===== config.mk =====
export PLATFORM = sky130hd
export DESIGN_NAME = program_loader
export DESIGN_NICKNAME = d
export VERILOG_FILES = /design/src/rtl/mips_pkg.sv /design/src/rtl/byte_packer.sv /design/src/rtl/program_loader.sv
export SDC_FILE = /design/constraint.sdc
export NUM_CORES = 1
export LEC_CHECK = 0
export BUFFER_PORTS_ARGS = -buffer_cell sky130_fd_sc_hd__buf_4
export CAP_MARGIN = 40
export CORE_MARGIN = 10
export CORE_UTILIZATION = 55
export DETAILED_ROUTE_END_ITERATION = 6
export HOLD_SLACK_MARGIN = 0.15
export PLACE_DENSITY_LB_ADDON = 0.08
export SLEW_MARGIN = 10
export SYNTH_ARGS = -nofsm -noshare
export SYNTH_HDL_FRONTEND = slang
export SYNTH_SLANG_ARGS = --single-unit

===== constraint.sdc =====
create_clock -name clk -period 5.7 [get_ports clk]
set_input_delay 1.14 -clock clk [delete_from_list [all_inputs] [get_ports clk]]
set_output_delay 1.14 -clock clk [all_outputs]
set_load 0.01 [all_outputs]

===== src/rtl/mips_pkg.sv =====
// rtl/mips_pkg.sv - shared types and constants for the MIPS core and its program loader
package mips_pkg;

    typedef enum logic [2:0] {
        IDLE,
        LEN_HI,
        LEN_LO,
        DATA,
        DONE,
        ERR
    } loader_state_t;

    localparam int LOAD_LEN_W = 16;

endpackage


===== src/rtl/byte_packer.sv =====
// rtl/byte_packer.sv - assembles big-endian bytes into 32-bit words with a one-cycle word_valid pulse
module byte_packer (
    input  logic        clk_i,
    input  logic        reset_i,
    input  logic        en_i,
    input  logic [7:0]  byte_i,
    output logic [1:0]  cnt_o,
    output logic [31:0] word_o,
    output logic        word_valid_o
);

    logic [1:0]  cnt_q, cnt_d;
    logic [31:0] shift_q, shift_d;
    logic        valid_q, valid_d;

    always_comb begin
        cnt_d   = cnt_q;
        shift_d = shift_q;
        valid_d = 1'b0;
        if (en_i) begin
            cnt_d   = cnt_q + 2'd1;
            shift_d = {shift_q[23:0], byte_i};
            valid_d = (cnt_q == 2'd3);
        end
    end

    // The shift register doubles as the word output: the next word's first byte
    // only lands on the edge that ends the write cycle, so the data is stable then.
    always_ff @(posedge clk_i) begin
        if (reset_i) begin
            cnt_q   <= '0;
            shift_q <= '0;
            valid_q <= 1'b0;
        end else begin
            cnt_q   <= cnt_d;
            shift_q <= shift_d;
            valid_q <= valid_d;
        end
    end

    assign cnt_o        = cnt_q;
    assign word_o       = shift_q;
    assign word_valid_o = valid_q;

endmodule


===== src/rtl/program_loader.sv =====
// rtl/program_loader.sv - streams a length-prefixed program into instruction memory while holding the core
module program_loader
    import mips_pkg::*;
#(
    parameter int ADDR_W = 8
) (
    input  logic              clk,
    input  logic              reset,
    input  logic              start,
    input  logic              in_valid,
    input  logic [7:0]        in_byte,
    output logic              in_ready,
    output logic              imem_we,
    output logic [ADDR_W-1:0] imem_addr,
    output logic [31:0]       imem_wdata,
    output logic              cpu_hold,
    output logic              done,
    output logic              error
);

    localparam int LW = LOAD_LEN_W + 1;
    localparam logic [LW-1:0] CAP = LW'(2 ** ADDR_W);

    loader_state_t     state_q, state_d;
    logic [7:0]        len_hi_q;
    logic [LW-1:0]     n_q;
    logic [LW-1:0]     widx_q;
    logic [ADDR_W-1:0] addr_q;
    logic [LW-1:0]     len_n;
    logic [1:0]        byte_cnt;
    logic              xfer;
    logic              word_last;

    assign in_ready  = (state_q == LEN_HI) || (state_q == LEN_LO) || (state_q == DATA);
    assign xfer      = in_valid && in_ready;
    assign len_n     = {1'b0, len_hi_q, in_byte};
    assign word_last = (state_q == DATA) && xfer && (byte_cnt == 2'd3);

    byte_packer u_packer (
        .clk_i        (clk),
        .reset_i      (reset),
        .en_i         ((state_q == DATA) && xfer),
        .byte_i       (in_byte),
        .cnt_o        (byte_cnt),
        .word_o       (imem_wdata),
        .word_valid_o (imem_we)
    );

    always_comb begin
        state_d = state_q;
        case (state_q)
            IDLE:   if (start) state_d = LEN_HI;
            LEN_HI: if (xfer) state_d = LEN_LO;
            LEN_LO: begin
                if (xfer) begin
                    if (len_n == '0)     state_d = DONE;
                    else if (len_n > CAP) state_d = ERR;
                    else                  state_d = DATA;
                end
            end
            DATA:   if (word_last && (widx_q == n_q - LW'(1))) state_d = DONE;
            DONE:   if (start) state_d = LEN_HI;
            ERR:    if (start) state_d = LEN_HI;
            default: state_d = IDLE;
        endcase
    end

    always_ff @(posedge clk) begin
        if (reset) begin
            state_q  <= IDLE;
            len_hi_q <= '0;
            n_q      <= '0;
            widx_q   <= '0;
            addr_q   <= '0;
        end else begin
            state_q <= state_d;
            if ((state_q == LEN_HI) && xfer) len_hi_q <= in_byte;
            if ((state_q == LEN_LO) && xfer) begin
                n_q    <= len_n;
                widx_q <= '0;
            end
            if (word_last) begin
                addr_q <= widx_q[ADDR_W-1:0];
                widx_q <= widx_q + LW'(1);
            end
        end
    end

    // DONE is entered together with the final write strobe; release the core one cycle later.
    assign done      = (state_q == DONE) && !imem_we;
    assign cpu_hold  = !done;
    assign error     = (state_q == ERR);
    assign imem_addr = addr_q;

endmodule


==> Word-level counts from Yosys, hierarchy flattened <==
Cells that the tools add are included.
W data, S select, Z words.
{ "classes": {"addsub": 3, "n_lt_le_gt_ge": 1, "eq_ne": 11, "muxes": 9, "bitwise_logic": 1, "n_reduce_logical": 17} }
{ "op_table": {"columns": ["cell", "n"], "rows": [
  ["$mux W17", 2],
  ["$mux W3", 6],
  ["$add A17 B1 Y17 const B", 1],
  ["$eq A17 B17 Y1", 1],
  ["$logic_not A17 Y1", 1],
  ["$sub A16 B1 Y17 const B", 1],
  ["$gt A16 B9 Y1 const B", 1],
  ["$pmux W3 S4", 1],
  ["$logic_and A1 B1 Y1", 7],
  ["$eq A3 B2 Y1 const B", 2],
  ["$eq A3 B3 Y1 const B", 2],
  ["$ne A2 B1 Y1 const B", 2],
  ["$ne A2 B2 Y1 const B", 2],
  ["$reduce_and A4 Y1", 1],
  ["$eq A3 B1 Y1 const B", 1],
  ["$logic_not A3 Y1", 1],
  ["$reduce_or A3 Y1", 1],
  ["$add A2 B1 Y2 const B", 1],
  ["$eq A2 B2 Y1 const B", 1],
  ["$logic_not A1 Y1", 2],
  ["$logic_or A1 B1 Y1", 2],
  ["$reduce_bool A2 Y1", 1],
  ["$reduce_or A2 Y1", 1],
  ["$not A1 Y1", 1]
]} }
{ "word_totals": {"regBits": 87, "in_bits": 12, "out_inout_bits": 45, "elab_cells": 50} }

==> Logic depth before layout (Yosys ltp) <==
Gate-level depths: netlist (run 1).
{ "logic_depth": {"word_depth": 9, "depth_mapped": 10, "mapped_depth_nobuf": 9} }

==> Modules after synthesis <==
Synthesis (run 1) repeated with hierarchy kept, for this count alone.
{ "unflattened": {"cells_unflattened": 485, "hier_area_um2": 4116.4} }
{ "by_module_without_submodules": {"columns": ["mod", "instances", "cells_each", "area_each_um2", "seq_area_each_um2"], "rows": [
  ["program_loader", 1, 372, 2835.2, 1041.0],
  ["byte_packer", 1, 113, 1281.2, 700.7]
]} }

==> Least setup slack after synthesis (run 1) <==
OpenSTA, ideal clock, no wires.
{ "synth_path": {"path_kind": "input -> register", "start": "input port in_valid", "end": "register state_q[1]", "setup_ns": 0.128, "arrival_ns": 2.518, "t_required_ns": 5.572, "setup_slack_ns": 3.054, "path_stages": 8, "path_cell_list": "and4b_1 -> buf_4 -> nand2_1 -> nor4_1 -> nand3_1 -> or4_4 -> o21ai_1 -> o31ai_1"} }
{ "synth_between": {"elab_chain_len": 6, "word_cells_on_any_way": 8} }
{ "synth_rtl": {"columns": ["element", "line", "source"], "rows": [
  ["start, declared", "program_loader.sv:10", "input logic in_valid,"],
  ["$logic_and A1 B1 Y1 *", "program_loader.sv:35", "assign xfer = in_valid && in_ready;"],
  ["$logic_and A1 B1 Y1 (2 in series)", "program_loader.sv:37", "assign word_last = (state_q == DATA) && xfer && (byte_cnt == 2'd3);"],
  ["$logic_and A1 B1 Y1", "program_loader.sv:61", "DATA: if (word_last && (widx_q == n_q - LW'(1))) state_d = DONE;"],
  ["$ne A2 B1 Y1 (no line)", null, null],
  ["$reduce_and A4 Y1 (no line) *", null, null],
  ["end signal, assigned", "program_loader.sv:76", "state_q <= state_d;"],
  ["end, declared", "program_loader.sv:24", "loader_state_t state_q, state_d;"]
]} }
Mark *: on every way between the ends. The rest lies on a longest branch, timed or not.
A chain may end at the register's enable or synchronous reset.

==> Worst setup path in the final report (run 1) <==
Same ends and word-level chain as after synthesis.

==> results of run 1 <==
## stage by stage
stage	util, %	cell area [µm²]	power [µW]	setup slack [ns]
2_1_floorplan	-	4060	722	3.05
3_5_place_dp	61.9	4470	752	2.05
5_1_grt	64.6	4660	1220	2.18
3_3_place_gp	61.9	4470	751	2.12
6_report	64.6	4660	1170	2.43
4_1_cts	64.6	4660	1180	2.43
## area by class of cell
type                    instances  area [µm²]  share of cell area [%]
clock inverters                 6        71.3                    1.53
clock buffers                   9         124                    2.66
well taps                      99         124                    2.66
flip-flops and latches         87        1740                    37.3
repair buffers                 58         435                    9.34
multi-input cells             396        2150                    46.1
inverters                       4        15.0                   0.322
## worst paths after layout
check,depth (start not counted),end,slack (ns)
worst min-delay path,2,imem_addr[3]$_SDFFE_PP0P_,0.46
worst min register to register,2,imem_addr[3]$_SDFFE_PP0P_,0.46
worst max register to register,8,state_q[1]$_SDFFE_PP0P_,2.71
worst max-delay path,9,state_q[1]$_SDFFE_PP0P_,2.43
## metal layers
metal  part of all wire (%)  up-vias
met3                    5.5       11
met5                      0        -
met4                   0.88        0
met2                     47       82
met1                     47     1701
li1                       -     1845
## registers in the layout, indices dropped and copies added (netlist names)
| register | count |
|---|---|
| len_hi_q | 8 |
| widx_q | 17 |
| u_packer.word_valid_o | 1 |
| n_q | 16 |
| state_q | 3 |
| u_packer.cnt_o | 2 |
| u_packer.word_o | 32 |
| imem_addr | 8 |
## layout by cell type (no fill, tap or decap), types with 5 or more instances in the layout
cell type / synthesis / routed
o21ai_0: 8 / 8
dfxtp_1: 87 / 87
nand4_1: 5 / 5
mux2i_1: 11 / 11
buf_4: 3 / 58
nor3_1: 8 / 8
nand3_1: 18 / 18
xor2_1: 7 / 7
clkbuf_8: 0 / 9
xnor2_1: 13 / 13
nand2_1: 137 / 137
and3_1: 5 / 5
nor2b_1: 5 / 5
a21oi_1: 69 / 69
nor4_1: 6 / 6
nor2_1: 38 / 38
## kinds of logic after synthesis
kind of cell	share of synthesized area, %
xor gates and xnor gates	4.31
and+or+nand+nor	30.5
muxes	3.54
adders and majority gates	0.924
buffers and inverters	4.19
AOI/OAI and AO/OA	13.6
DFF	42.9
## worst min-delay path: stages (launching register included)
cell and delay [ns]:
dfxtp_1 0.32, nand2_1 0.05, a21oi_1 0.05
## power groups by stage
stage | clock [µW] | combinational, µW | sequential (µW)
after detailed placement | 0 | 109 | 644
after CTS | 442 | 109 | 629
after global placement | 0 | 108 | 643
after global routing | 465 | 121 | 632
after floorplan | 0 | 85.0 | 637
final | 430 | 109 | 630
==> results.yml, run 1 <==
run_status:
  status: "completed"
sta:
  final_hold_viol_count: 0
  fin_hold_ws_ns: 0.455
  fin_crit_ns: 3.27
  tightest_slew_ns: 0.890
  fmaxAchievable_mhz: 305
  slew_headroom_pct: 40.6
  maxSlewViolCount: 0
  rsz0062_at_grt: "no"
  skew_ns: 0.0102
  setup_viol: 0
  fin_tns_setup_ns: 0
  fin_crit_sh_pct: 57.4
grt:
  grt_pass1_vias: 3474
  grtUsageMet2_pct: 26.9
  met3_usage_pct: 5.07
  antenna_found_initial: 0
  overflow: 0
  track_usage_pct: 17.1
  grt_pass1_wl_um: 16200
  grt_max_degree: 89
  use_met1_pct: 21.8
  grt.busiest_layer: "met2"
worst_setup_path:
  cp.required_ns: 5.91
  r2r-start: "state_q[1]$_SDFFE_PP0P_"
  cp_top_family: "simple AND/OR/NAND/NOR gates"
  end_kind: "flop"
  start_kind: "input port"
  slowest_stage: "nand2_1"
  crit_buf_inv: 2
  crit_top_cell: "buf_4"
  path_cells: "buf_4 > and4b_1 > buf_4 > nand2_1 > nor4_1 > nand3_1 > or4_4 > o21ai_1 > o31ai_1"
  cp_max_fo: 36
  path_class: "in -> reg"
  arrival_ns: 3.49
  cp-startpoint: "in_valid"
  slowest_delay_ns: 0.49
logic_synthesis:
  netlist_instances: 524
  synth.area.top_cells: "dfxtp_1, nand2_1, a21oi_1"
  yosysMostFrequentCell: "nand2_1"
  ys_seq_area_share_pct: 42.9
  async_reset_ff_share_pct: 0
  synth.avg_cell_area_um2: 7.76
  ys.flop_type: "dfxtp_1"
  synth_cell_types: 59
  syn_area_um2: 4060
  syn_nets: 539
  ys_ff_latch: 87
  synth_edf_count: 0
  synth.top_cell.area_share_pct: 42.9
  yosys_warnings: 0
  synth_commonest_cells: "nand2_1, dfxtp_1, a21oi_1, nor2_1, clkbuf_1"
  yosys.area.top_type: "dfxtp_1"
floorplan:
  rows: 31
  initial_core_util_pct: 56.3
  design.core.area_um2: 7210
  dieArea_um2: 11200
  io_pins: 57
  die_y_um: 106
  die_w_um: 106
layout:
  nets: 571
  final_cells: 659
  drive_gt1_share_pct: 16.3
  synthToLayoutAreaGrowth_pct: 14.7
  fillerInstances: 663
  num_antenna_cells: 0
power_and_ir_drop:
  leakagePower_uw: 0.00173
  p_sw_share_pct: 26.0
  power_frac_comb_pct: 9.3
  power_density_nw_per_um2: 251
  seqPwrFrac_pct: 53.9
  clockPowerShare_pct: 36.8
  p_sw_uw: 303
  internal_power_uw: 865
  ir_worst_vdd_mv: 0.166
clock_network:
  cts_inserted_buffers: 9
  holdBufCountCts: 0
  post_cts_resized: 0
  post_cts_buffers: 0
  clockBufferDepth: 2
  cts-root-buf: "clkbuf_8"
  clock-sinks: 87
  clkLatencyLatePin_ns: 0.35
  cts_tree: "done"
  cts_htree_levels: 3
  clkTransAtPathRegs_ns: 0.09
routing:
  num_vias: 3639
  wirelength_um: 9690
  drt_pass1_iterations: 4
  ant_nets: 0
  drc: 0
  drt_iter0_markers: 149
  viasPerCell: 5.52
  wl_per_cell_um: 14.7
place:
  gp_congestion: 0.863
  port_buffers: 56
  placedCellCount: 644
  hpwl_um: 6780
hold_path:
  hold_class: "reg -> reg"
  hp-start: "imem_addr[3]$_SDFFE_PP0P_"
job:
  max_cap_viol_count: 0
Power figures use the tool's default switching activity.
==> inputs of run 2 (changes only) <==
--- a/config.mk
+++ b/config.mk
@@ -8,7 +8,7 @@
 export BUFFER_PORTS_ARGS = -buffer_cell sky130_fd_sc_hd__buf_4
 export CAP_MARGIN = 40
 export CORE_MARGIN = 10
-export CORE_UTILIZATION = 55
+export CORE_UTILIZATION = 51
 export DETAILED_ROUTE_END_ITERATION = 6
 export HOLD_SLACK_MARGIN = 0.15
 export PLACE_DENSITY_LB_ADDON = 0.08
==> constraint.sdc (replaced) <==
create_clock -name clk -period 2.7 [get_ports clk]
set_input_delay 0.54 -clock clk [delete_from_list [all_inputs] [get_ports clk]]
set_output_delay 0.54 -clock clk [all_outputs]
set_load 0.01 [all_outputs]
==> results.yml, run 2 (synthesis gave the netlist of run 1 again) <==
place:
  placedCellCount: 654
  hpwl_um: 7370
  gp_congestion: 0.885
  place_ws_ns: 0.371
  port_buffers: 56
power_and_ir_drop:
  power_density_nw_per_um2: 514
  p_sw_uw: 672
  power_frac_comb_pct: 9.7
  p_sw_share_pct: 27.7
  leakagePower_uw: 0.00176
  clockPowerShare_pct: 35.5
  ir_worst_vdd_mv: 0.363
  internal_power_uw: 1750
  seqPwrFrac_pct: 54.9
clock_network:
  cts_tree: "done"
  cts_inserted_buffers: 9
  holdBufCountCts: 0
  cts-root-buf: "clkbuf_8"
  post_cts_buffers: 0
  clockBufferDepth: 2
  clkLatencyLatePin_ns: 0.36
  clock-sinks: 87
  cts_htree_levels: 3
  post_cts_resized: 0
  clkTransAtPathRegs_ns: 0.09
worst_setup_path:
  arrival_ns: 2.57
  end_kind: "flop"
  cp_max_fo: 5
  path_class: "reg -> reg"
  regToRegSetupSlack_ns: 0.36
  cp.required_ns: 2.93
  path_cells: "inv_1 > ha_1 > nor2b_1 > nand4_2 > o41ai_2 > nand3_1 > or4_4 > o21ai_1 > o31ai_1"
  start_kind: "flop"
  slowest_stage: "or4_4"
  slowest_delay_ns: 0.53
routing:
  num_vias: 3649
  drt_pass1_iterations: 4
  viasPerCell: 5.45
  wl_met2_um: 4780
  ant_nets: 0
  wirelength_um: 10300
  wl_met3_um: 501
  drc: 0
  wl_per_cell_um: 15.3
  drt-met1-wl_um: 4860
  drt_iter0_markers: 165
  top_layer_used: "met4"
layout:
  synthToLayoutAreaGrowth_pct: 15.8
  layout_common_cells: "nand2_1, dfxtp_1, a21oi_1"
  drive_gt1_share_pct: 17.3
  final_common_cell: "nand2_1"
  final_cells: 670
  fillerInstances: 721
  nets: 578
  num_antenna_cells: 0
  largest_reg_flops: 32
floorplan:
  rows: 32
  initial_core_util_pct: 52.6
  design.core.area_um2: 7730
  dieArea_um2: 11900
  io_pins: 57
  die_y_um: 109
  die_w_um: 109
run_status:
  status: "completed"
grt:
  overflow: 0
  track_usage_pct: 17.5
  antenna_found_initial: 0
  grt_max_degree: 57
  grt_pass1_vias: 3469
  grt_pass1_wl_um: 17000
sta:
  fmaxAchievable_mhz: 428
  skew_ns: 0.0125
  fin_tns_setup_ns: 0
  final_hold_viol_count: 0
  maxSlewViolCount: 0
  fin_crit_ns: 2.34
  tightest_slew_ns: 0.761
  fin_crit_sh_pct: 86.6
  setup_slack_ns: 0.361
  fin_hold_ws_ns: 0.455
  slew_headroom_pct: 49.0
  rsz0062_at_grt: "no"
  setup_viol: 0
hold_path:
  hold_class: "in -> reg"
job:
  max_cap_viol_count: 0
## run 2: cell count changes in the layout (fill, tap and decap cells not counted), sizes merged
cell and delta:
bufinv -1, clkbuf +1, inv +1, buf +7
## run 2: power groups by stage
stage | Clock (µW) | Combinational [µW] | Sequential, µW
after floorplan | 0 | 179 | 1340
after global placement | 0 | 232 | 1360
after detailed placement | 0 | 233 | 1360
after CTS | 873 | 235 | 1330
after global routing | 928 | 260 | 1330
final | 859 | 234 | 1330
## run 2: critical path, delay by kind of cell (launching register included)
family	cells	cell delay [ns]
buffers and inverters	1	0.08
and+or+nand+nor	4	1.01
DFF	1	0.37
adders and majority gates	1	0.23
AOI/OAI and AO/OA	3	0.53
## run 2: final timing paths
check,start,to,depth (start not counted)
max,n_q[0]$_SDFFE_PP0P_,state_q[1]$_SDFFE_PP0P_,9
min,in_byte[0],u_packer.word_o[0]$_SDFFE_PP0P_,3
max reg2reg,n_q[0]$_SDFFE_PP0P_,state_q[1]$_SDFFE_PP0P_,9
min reg2reg,u_packer.word_o[25]$_SDFFE_PP0P_,u_packer.word_o[25]$_SDFFE_PP0P_,2
## run 2: cell type report
| cell class | instances | area, µm² | area share, % |
|---|---|---|---|
| Inverter | 4 | 15.0 | 0.319 |
| Tap cell | 102 | 128 | 2.71 |
| Clock inverter | 6 | 55.1 | 1.17 |
| Timing Repair Buffer | 65 | 488 | 10.4 |
| Sequential cell | 87 | 1740 | 37.0 |
| Clock buffer | 10 | 128 | 2.71 |
| Multi-Input combinational cell | 396 | 2150 | 45.7 |
## run 2: metrics by stage
| stage | instance area (µm²) | power, µW | util [%] |
|---|---|---|---|
| after floorplan | 4060 | 1520 | - |
| after global placement | 4520 | 1590 | 58.5 |
| after detailed placement | 4520 | 1590 | 58.5 |
| after CTS | 4710 | 2440 | 60.9 |
| after global routing | 4710 | 2520 | 60.9 |
| final | 4710 | 2420 | 60.9 |
## run 2: per-layer routing
metal / track usage [%] / up-vias
li1: - / 1854
met1: 23.4 / 1723
met2: 26.9 / 60
met3: 5.07 / 12
met4: 4.83 / 0
met5: 0 / -
